## src/rtl/rr_arb_pkg.sv

```systemverilog
// Shared definitions for the weighted round-robin arbiter: FSM state encoding
// and a constant-width helper.
package rr_arb_pkg;

    typedef enum logic {
        IDLE  = 1'b0,
        BURST = 1'b1
    } state_t;

    // Ceiling log2, clamped to 1 so a single-requester build still has a legal id width
    function automatic int clog2(input int n);
        int r;
        r = 0;
        for (int i = 0; i < 32; i++) begin
            if ((1 << i) < n) r = i + 1;
        end
        return (r < 1) ? 1 : r;
    endfunction

endpackage

```

## src/rtl/rr_pick.sv

```systemverilog
// Rotating-priority picker: first set request at or after ptr, wrapping.
// Double-width masked priority encoder, purely combinational.
module rr_pick
    import rr_arb_pkg::*;
#(
    parameter int WID = 16,
    parameter int IDW = clog2(WID)
) (
    input  logic [WID-1:0] requests,
    input  logic [IDW-1:0] ptr,
    output logic           found,
    output logic [IDW-1:0] idx,
    output logic [WID-1:0] onehot
);

    localparam int PW = IDW + 1;

    logic [2*WID-1:0] dbl;
    logic [2*WID-1:0] masked;
    logic [PW-1:0]    pos;

    always_comb begin
        dbl    = {requests, requests};
        masked = dbl & ({(2*WID){1'b1}} << ptr);
        found  = |requests;
        pos    = '0;
        // Descending scan so the lowest masked position is the one left in pos
        for (int i = 2*WID-1; i >= 0; i--) begin
            if (masked[i]) pos = PW'(i);
        end
        if (pos >= PW'(WID)) idx = IDW'(pos - PW'(WID));
        else                 idx = IDW'(pos);
        onehot = found ? (WID'(1) << idx) : '0;
    end

endmodule

```

## src/rtl/weighted_rr_arbiter.sv

```systemverilog
// Weighted round-robin arbiter: each winner holds a registered one-hot grant
// for up to its weight in cycles, then priority rotates past it.
//
//   state | meaning
//   ------+---------------------------------------------------------------
//   IDLE  | no owner; grants=0; a new burst starts when enable && requests
//   BURST | grant_id owns the resource; credit counts remaining cycles
module weighted_rr_arbiter
    import rr_arb_pkg::*;
#(
    parameter int WID = 16,
    parameter int CW  = 4,
    parameter int IDW = clog2(WID)
) (
    input  logic              clk,
    input  logic              rst,
    input  logic              enable,
    input  logic [WID-1:0]    requests,
    input  logic [WID*CW-1:0] weights,
    output logic [WID-1:0]    grants,
    output logic              grant_valid,
    output logic [IDW-1:0]    grant_id
);

    state_t         state, state_n;
    logic [IDW-1:0] ptr, ptr_n, ptr_rel, pick_ptr;
    logic [CW-1:0]  credit, credit_n;
    logic [WID-1:0] grants_n;
    logic [IDW-1:0] grant_id_n;
    logic           grant_valid_n;

    logic           found;
    logic [IDW-1:0] win_idx;
    logic [WID-1:0] win_onehot;
    logic [CW-1:0]  win_w, eff_w;
    logic           keep, start;

    // Releasing owner moves priority one past itself, so it is scanned last
    assign ptr_rel  = (grant_id == IDW'(WID-1)) ? '0 : grant_id + 1'b1;
    assign pick_ptr = (state == BURST) ? ptr_rel : ptr;

    rr_pick #(.WID(WID), .IDW(IDW)) u_pick (
        .requests (requests),
        .ptr      (pick_ptr),
        .found    (found),
        .idx      (win_idx),
        .onehot   (win_onehot)
    );

    assign win_w = weights[win_idx*CW +: CW];
    assign eff_w = (win_w == '0) ? CW'(1) : win_w;
    assign keep  = requests[grant_id] && (credit > CW'(1));

    always_comb begin
        state_n       = state;
        ptr_n         = ptr;
        credit_n      = credit;
        grants_n      = grants;
        grant_id_n    = grant_id;
        grant_valid_n = grant_valid;
        start         = 1'b0;
        case (state)
            IDLE: begin
                if (enable && found) start = 1'b1;
            end
            BURST: begin
                if (keep) begin
                    credit_n = credit - 1'b1;
                end else begin
                    ptr_n = ptr_rel;
                    if (enable && found) begin
                        start = 1'b1;
                    end else begin
                        state_n       = IDLE;
                        credit_n      = '0;
                        grants_n      = '0;
                        grant_id_n    = '0;
                        grant_valid_n = 1'b0;
                    end
                end
            end
            default: ;
        endcase
        if (start) begin
            state_n       = BURST;
            credit_n      = eff_w;
            grants_n      = win_onehot;
            grant_id_n    = win_idx;
            grant_valid_n = 1'b1;
        end
    end

    always_ff @(posedge clk or posedge rst) begin
        if (rst) begin
            state       <= IDLE;
            ptr         <= '0;
            credit      <= '0;
            grants      <= '0;
            grant_id    <= '0;
            grant_valid <= 1'b0;
        end else begin
            state       <= state_n;
            ptr         <= ptr_n;
            credit      <= credit_n;
            grants      <= grants_n;
            grant_id    <= grant_id_n;
            grant_valid <= grant_valid_n;
        end
    end

endmodule
```

## config.mk

```make
export PLATFORM = sky130hd
export DESIGN_NAME = weighted_rr_arbiter
export DESIGN_NICKNAME = d
export VERILOG_FILES = /design/src/rtl/rr_arb_pkg.sv /design/src/rtl/rr_pick.sv /design/src/rtl/weighted_rr_arbiter.sv
export SDC_FILE = /design/constraint.sdc
export NUM_CORES = 1
export LEC_CHECK = 0
export BUFFER_PORTS_ARGS = -buffer_cell sky130_fd_sc_hd__buf_2
export CORE_MARGIN = 2
export CORE_UTILIZATION = 27
export DETAILED_ROUTE_END_ITERATION = 6
export PLACE_DENSITY_LB_ADDON = 0.12
export SLEW_MARGIN = 5
export SYNTH_ARGS = -nofsm -noshare
export SYNTH_HDL_FRONTEND = slang
export SYNTH_SLANG_ARGS = --single-unit
```

## constraint.sdc

```tcl
create_clock -name clk -period 6.6 [get_ports clk]
set_clock_uncertainty 0.05 [all_clocks]
set_input_delay 0.99 -clock clk [delete_from_list [all_inputs] [get_ports clk]]
set_output_delay 0.99 -clock clk [all_outputs]
set_load 0.005 [all_outputs]
```

# Word level (Yosys, flattened, before mapping)
# Cells that the tools add are included.
# Widths: inputs -> output; s select.
[totals]
ff_bits = 86
latchBits = 0
ramBits = 0
rom_bits = 0
input_bits = 83
output_inout_bits = 49
elab_cells = 91
mem_count = 0
[op_classes]
n_addsub = 3
n_mul = 0
n_div = 0
magnitude_cmp = 3
n_eq_ne = 4
n_shift = 3
n_mux = 61
bitwise_logic = 3
n_reduce_logical = 8
[op_table]
columns = ["cell", "count"]
rows = [
  ["$mux 32", 7],
  ["$mux 5", 32],
  ["$mux 16", 5],
  ["$shiftx 64x33->4", 1],
  ["$add 32x1->32 const B", 1],
  ["$and 32x32->32", 1],
  ["$eq 32x4->1 const B", 1],
  ["$lt 32x5->1 const B", 1],
  ["$shl 1x32->16 const A", 1],
  ["$shl 32x32->32 const A", 1],
  ["$mux 4", 5],
  ["$reduce_or 16->1", 1],
  ["$mux 1", 10],
  ["$sub 5x5->6 const B", 1],
  ["$ge 5x5->1 const B", 1],
  ["$bmux 1 s4", 1],
  ["$gt 4x1->1 const B", 1],
  ["$logic_not 4->1", 1],
  ["$reduce_and 2->1", 2],
  ["$sub 4x1->4 const B", 1],
  ["$ne 3x3->1 const B", 1],
  ["$reduce_and 3->1", 1],
  ["$logic_and 1x1->1", 2],
  ["$ne 2x1->1 const B", 1],
  ["other kinds (4)", 5],
]

# Longest topological paths before layout
[logic_depth]
depth_word = 43
depth_mapped = 23
depth_no_buf = 20

# Cells and area by module
# A second synthesis with hierarchy kept.
[hier_totals]
cells_unflattened = 706
hier_area_um2 = 6867.8
[by_module_without_submodules]
columns = ["mod", "n_inst", "cells_each", "area_per_inst_um2", "seq_area_each_um2"]
rows = [
  ["weighted_rr_arbiter", 1, 445, 5093.6, 2152.1],
  ["rr_pick", 1, 261, 1774.2, 0.0],
]

# Worst setup path before layout
# No wires, ideal clock.
[synth_path]
kind = "flip-flop to flip-flop"
startpoint = "register grant_id[30]"
endpoint = "register credit[3]"
setup_ns = 0.126
arrival_ns = 4.557
path_slack_ns = 1.866
stages_incl_launch_ff = 18
synth_period_minus_slack_ns = 4.734
cell_sequence = "dfrtp_1 -> buf_2 -> nand3_1 -> ha_1 -> nor4bb_1 -> nand3_1 -> a311oi_4 -> o211ai_1 -> and3_1 -> o2111ai_1 -> a211oi_4 -> or2_1 -> buf_6 -> o221a_1 -> a2111o_1 -> o21ai_2 -> a2111oi_2 -> a311o_1"
[synth_via]
elab_chain_cells = 43
elab_cells_between_ends = 45
classes_between = "add/sub: 2; order compare: 1; eq/ne: 1; shift: 2; mux: 37; bitwise: 1; reduce/logical: 1"
[synth_lines]
columns = ["element", "line_no", "source"]
rows = [
  ["start: declaration", "weighted_rr_arbiter.sv:22", "output logic [IDW-1:0] grant_id"],
  ["start signal: assignment", "weighted_rr_arbiter.sv:106", "grant_id <= grant_id_n;"],
  ["$add 32x1->32 / $eq 32x4->1 (equally long branches)", "weighted_rr_arbiter.sv:39", "assign ptr_rel = (grant_id == IDW'(WID-1)) ? '0 : grant_id + 1'b1;"],
  ["$mux 32 (*)", "weighted_rr_arbiter.sv:39", ""],
  ["$mux 32 (*)", "weighted_rr_arbiter.sv:40", "assign pick_ptr = (state == BURST) ? ptr_rel : ptr;"],
  ["$shl 32x32->32 (*)", "rr_pick.sv:24", "masked = dbl & ({(2*WID){1'b1}} << ptr);"],
  ["$and 32x32->32 (*)", "rr_pick.sv:24", ""],
  ["$mux 5 (31 in series)", "rr_pick.sv:29", "if (masked[i]) pos = PW'(i);"],
  ["$mux 5 (*)", "rr_pick.sv:29", ""],
  ["$sub 5x5->6 / $ge 5x5->1 (equally long branches)", "rr_pick.sv:31", "if (pos >= PW'(WID)) idx = IDW'(pos - PW'(WID));"],
  ["$mux 32 (*)", "rr_pick.sv:31", ""],
  ["$shiftx 64x33->4 (*)", "weighted_rr_arbiter.sv:50", "assign win_w = weights[win_idx*CW +: CW];"],
  ["$logic_not 4->1", "weighted_rr_arbiter.sv:51", "assign eff_w = (win_w == '0) ? CW'(1) : win_w;"],
  ["$mux 4 (*)", "weighted_rr_arbiter.sv:51", ""],
  ["$mux 4 (*)", "weighted_rr_arbiter.sv:84", "if (start) begin"],
  ["end signal: assignment", "weighted_rr_arbiter.sv:104", "credit <= credit_n;"],
  ["end: declaration", "weighted_rr_arbiter.sv:27", "logic [CW-1:0] credit, credit_n;"],
]
# Every way passes the cells marked *; elsewhere a longest branch is shown, timed or not.
# A chain may end at the register's enable or synchronous reset.

# Final worst setup path
[layout_path]
startpoint = "register grant_id[1]"
endpoint = "register credit[0]"
[layout_via]
elab_chain_cells = 43
elab_cells_between_ends = 55
classes_between = "add/sub: 2; order compare: 1; eq/ne: 2; shift: 2; mux: 43; bitwise: 1; reduce/logical: 4"
[layout_lines]
columns = ["element", "line_no"]
rows = [
  ["$add 32x1->32 / $eq 32x4->1 (equally long branches)", "weighted_rr_arbiter.sv:39"],
  ["$mux 32", "weighted_rr_arbiter.sv:39"],
  ["$mux 32", "weighted_rr_arbiter.sv:40"],
  ["$shl 32x32->32", "rr_pick.sv:24"],
  ["$and 32x32->32", "rr_pick.sv:24"],
  ["$mux 5 (32 in series)", "rr_pick.sv:29"],
  ["$sub 5x5->6 / $ge 5x5->1 (equally long branches)", "rr_pick.sv:31"],
  ["$mux 32", "rr_pick.sv:31"],
  ["$shiftx 64x33->4", "weighted_rr_arbiter.sv:50"],
  ["$logic_not 4->1", "weighted_rr_arbiter.sv:51"],
  ["$mux 4", "weighted_rr_arbiter.sv:51"],
  ["$mux 4", "weighted_rr_arbiter.sv:84"],
]
# Several ways; a longest one is shown, not always the timed one. The select of a mux whose other input is x is not followed.

==> impl_metrics.py <==
metrics = {
    "outcome": {
        "outcome": "complete, no violations",
    },
    "finish": {
        "syn2layout_area_growth_pct": 16.82,
        "layout-drive-gt1-share_pct": 29.04,
        "fin_nets": 760,
        "finalInstanceArea_mm2": 0.005484,
        "num_antenna_cells": 0,
    },
    "clocking": {
        "path_clk_slew_ns": 0.07,
        "cts.sinks": 45,
        "clock_latency_ns": 0.29,
        "htree_levels": 2,
        "cts-root-buf": "clkbuf_16",
        "cts_inserted_buffers": 5,
        "clock_path_buffers": 2,
        "cts_tree": "done",
        "hold_buffers": 0,
    },
    "timing": {
        "worst_pin_slew_ns": 0.9647,
        "slew_headroom_pct": 35.59,
        "fin_setup_tns_ns": 0,
        "setup_slack_ns": 0.6866,
        "fmax_mhz": 169.1,
        "fin_crit_sh_pct": 89.60,
        "report.final.setup_viol": 0,
        "rsz0062_at_grt": "false",
        "slew_violations": 0,
        "period_needed_ns": 5.913,
        "timing_hold_violations_final": 0,
        "whs_ns": 0.4212,
    },
    "grt": {
        "grt.overflow.total": 0,
        "gr-usage-all-layers_pct": 19.46,
        "grt_pass1_vias": 4910,
        "grt_pass1_wl_mm": 28.08,
        "grt_max_degree": 46,
        "antenna_found_initial": 0,
    },
    "power": {
        "finalPower_w": 0.003705,
        "power_density_mw_per_mm2": 675.7,
        "vdd_drop_max_uv": 418.6,
        "p_leak_nw": 2.449,
    },
    "floorplan": {
        "num_io_pins": 132,
        "die_h_um": 135.9,
        "die_x_um": 135.9,
        "fp-row-count": 48,
        "initial_core_util_pct": 27.33,
        "dieArea_mm2": 0.01846,
        "coreArea_mm2": 0.01718,
    },
    "critical_path": {
        "crit_fanout": 13,
        "cpMaxStageDelayCell": "dfrtp_1",
        "path_buf_inv": 1,
        "critPathTopFamily": "simple AND/OR/NAND/NOR gates",
        "critPathLaunchType": "register",
        "required_ns": 6.71,
        "path_class": "reg -> reg",
        "cp.arrival_ns": 6.02,
        "crit_chain": "ha_1, and3_1, nand3_1, ha_1, nor4bb_1, nand3_1, nand3_1, and2_1, o2111ai_1, o21ai_1, o21bai_1, nor2_2, buf_4, mux2i_1, o22a_1, nand3_1, and3_1, o31ai_1, o221ai_1",
        "end_kind": "register",
        "crit_top_cell": "nand3_1",
        "cp_slowest_stage_delay_ns": 0.55,
    },
    "synthesis": {
        "synthCells": 580,
        "yosys.area.top_type": "dfrtp_1",
        "ys_seq_area_share_pct": 23.99,
        "synth_seq_cells": 45,
        "yosysUniqueCellTypes": 94,
        "synth.top_cell.area_share_pct": 23.99,
        "synth_ff_type": "dfrtp_1",
        "async_reset_ff_share_pct": 100.0,
        "synth_nets": 673,
        "yosys-top-cells-area": "dfrtp_1 (24%), nand2_1 (6.7%), buf_4 (5.1%)",
        "synth_edf_count": 0,
        "synthesis.area_mm2": 0.004695,
        "yosys_warnings": 0,
        "syn_avg_cell_area_um2": 8.094,
    },
    "route": {
        "drt_iter0_markers": 438,
        "highest_layer": "met4",
        "wl_met3_mm": 1.031,
        "first_pass_iters": 5,
        "wl_per_cell_um": 20.08,
        "drc": 0,
        "ant_nets": 0,
        "wl_mm": 17.93,
        "wl_met1_mm": 8.219,
        "wl_met2_mm": 8.191,
        "detail_route.vias_per_cell": 5.648,
        "vias": 5044,
    },
    "place": {
        "pre_cts_ws_ns": 0.5876,
        "dpl-instance-area_mm2": 0.005315,
        "io_buffers": 131,
        "routabilityCongestion": 0.9576,
        "dpl.hpwl_mm": 13.99,
    },
    "min_path": {
        "hold_class": "reg -> reg",
    },
    "run": {
        "maxCapViolations": 0,
    },
}
-- kinds of logic (layout without fill, tap and decap cells) --
logic type / Yosys count / in the layout / share of synthesized area [%]
AND/OR/NAND/NOR: 214 / 214 / 23.11
XOR/XNOR: 3 / 3 / 0.5598
adder cells (fa/ha/maj): 10 / 10 / 2.665
AO/OA/AOI/OAI: 204 / 204 / 32.41
buffers and inverters: 77 / 165 / 9.781
flip-flops: 45 / 45 / 23.99
multiplexers: 27 / 27 / 7.489
-- Yosys cell counts, types with 8 or more instances --
master and count:
inv_1 14, nor2_1 24, o21ai_0 42, o211ai_1 9, ha_1 10, o31ai_1 12, nand3_1 19, buf_2 13
o22ai_1 11, nand2_1 84, nand4_1 9, o221ai_1 12, buf_4 32, nand3b_1 8, and3_1 14, dfrtp_1 45
clkbuf_1 10, a21oi_1 21, o21ai_1 8, mux2i_1 16
-- where the power goes --
group / switching [W] / internal, W / total (W)
Combinational: 0.00180 / 0.00109 / 0.00290
Sequential: 0.000130 / 0.000386 / 0.000515
Clock: 0.000112 / 0.000180 / 0.000292
-- final timing paths --
path                                   from           to  slack [ns]  cells after the start
worst max-delay path            grant_id[1]    credit[0]        0.69                     19
worst min-delay path              grants[0]    grants[0]        0.42                      2
worst max register to register  grant_id[1]    credit[0]        0.69                     19
worst min register to register    grants[0]    grants[0]        0.42                      2
max in group asynchronous               rst  grant_id[0]        4.97                      2
min in group asynchronous               rst    grants[7]        0.87                      2
-- repair_timing --
action	4_1_cts	5_1_grt
setup buffers	0	0
gates resized for setup	0	1
hold endpoints to repair	0	0
endpoints found under the setup margin	0	1
-- cell usage in the layout, fill, tap and decap left out, types with 8 or more instances in the layout --
master and n:
o211ai_1 9, nand3_1 19, o21ai_1 8, o22ai_1 11, o21ai_0 42, dfrtp_1 44
ha_1 10, nand3b_1 8, o31ai_1 12, mux2i_1 16, o221ai_1 12, nand4_1 9
nor2_1 24, inv_1 13, nand2_1 84, and3_1 14, buf_2 131, buf_4 10
a21oi_1 21
-- sequential cells by signal, summed over array words and instances, names as in the netlist --
signal       cells
grant_id         6
credit           4
ptr             17
grant_valid      1
grants          16
state            1
-- layer usage --
| metal | vias up | track usage [%] |
|---|---|---|
| met5 | - | 0 |
| met1 | 2432 | 27.16 |
| li1 | 2374 | - |
| met4 | 0 | 6.019 |
| met3 | 41 | 3.318 |
| met2 | 197 | 30.67 |
-- metrics by stage --
step                cells  utilization, %
floorplan             580               -
CTS                   893           31.92
global placement      885           30.94
global route          893           31.93
detailed placement    885           30.94
finish                893           31.93
-- tightest hold or removal path, delay by kind of cell, from the launching register on --
kind,cells,cell delay (ns)
AOI/OAI and AO/OA,1,0.06
DFF,1,0.34
and+or+nand+nor,1,0.04
-- final cells by class --
class / count / area, um^2
Sequential cell: 45 / 1127
Multi-Input combinational cell: 458 / 3117
Tap cell: 225 / 281.5
Timing Repair Buffer: 141 / 730.7
Fill cell: 1891 / 11690
Inverter: 16 / 60.06
Clock inverter: 2 / 38.79
Clock buffer: 6 / 128.9
No activity file was read; power rests on OpenSTA's default activity.
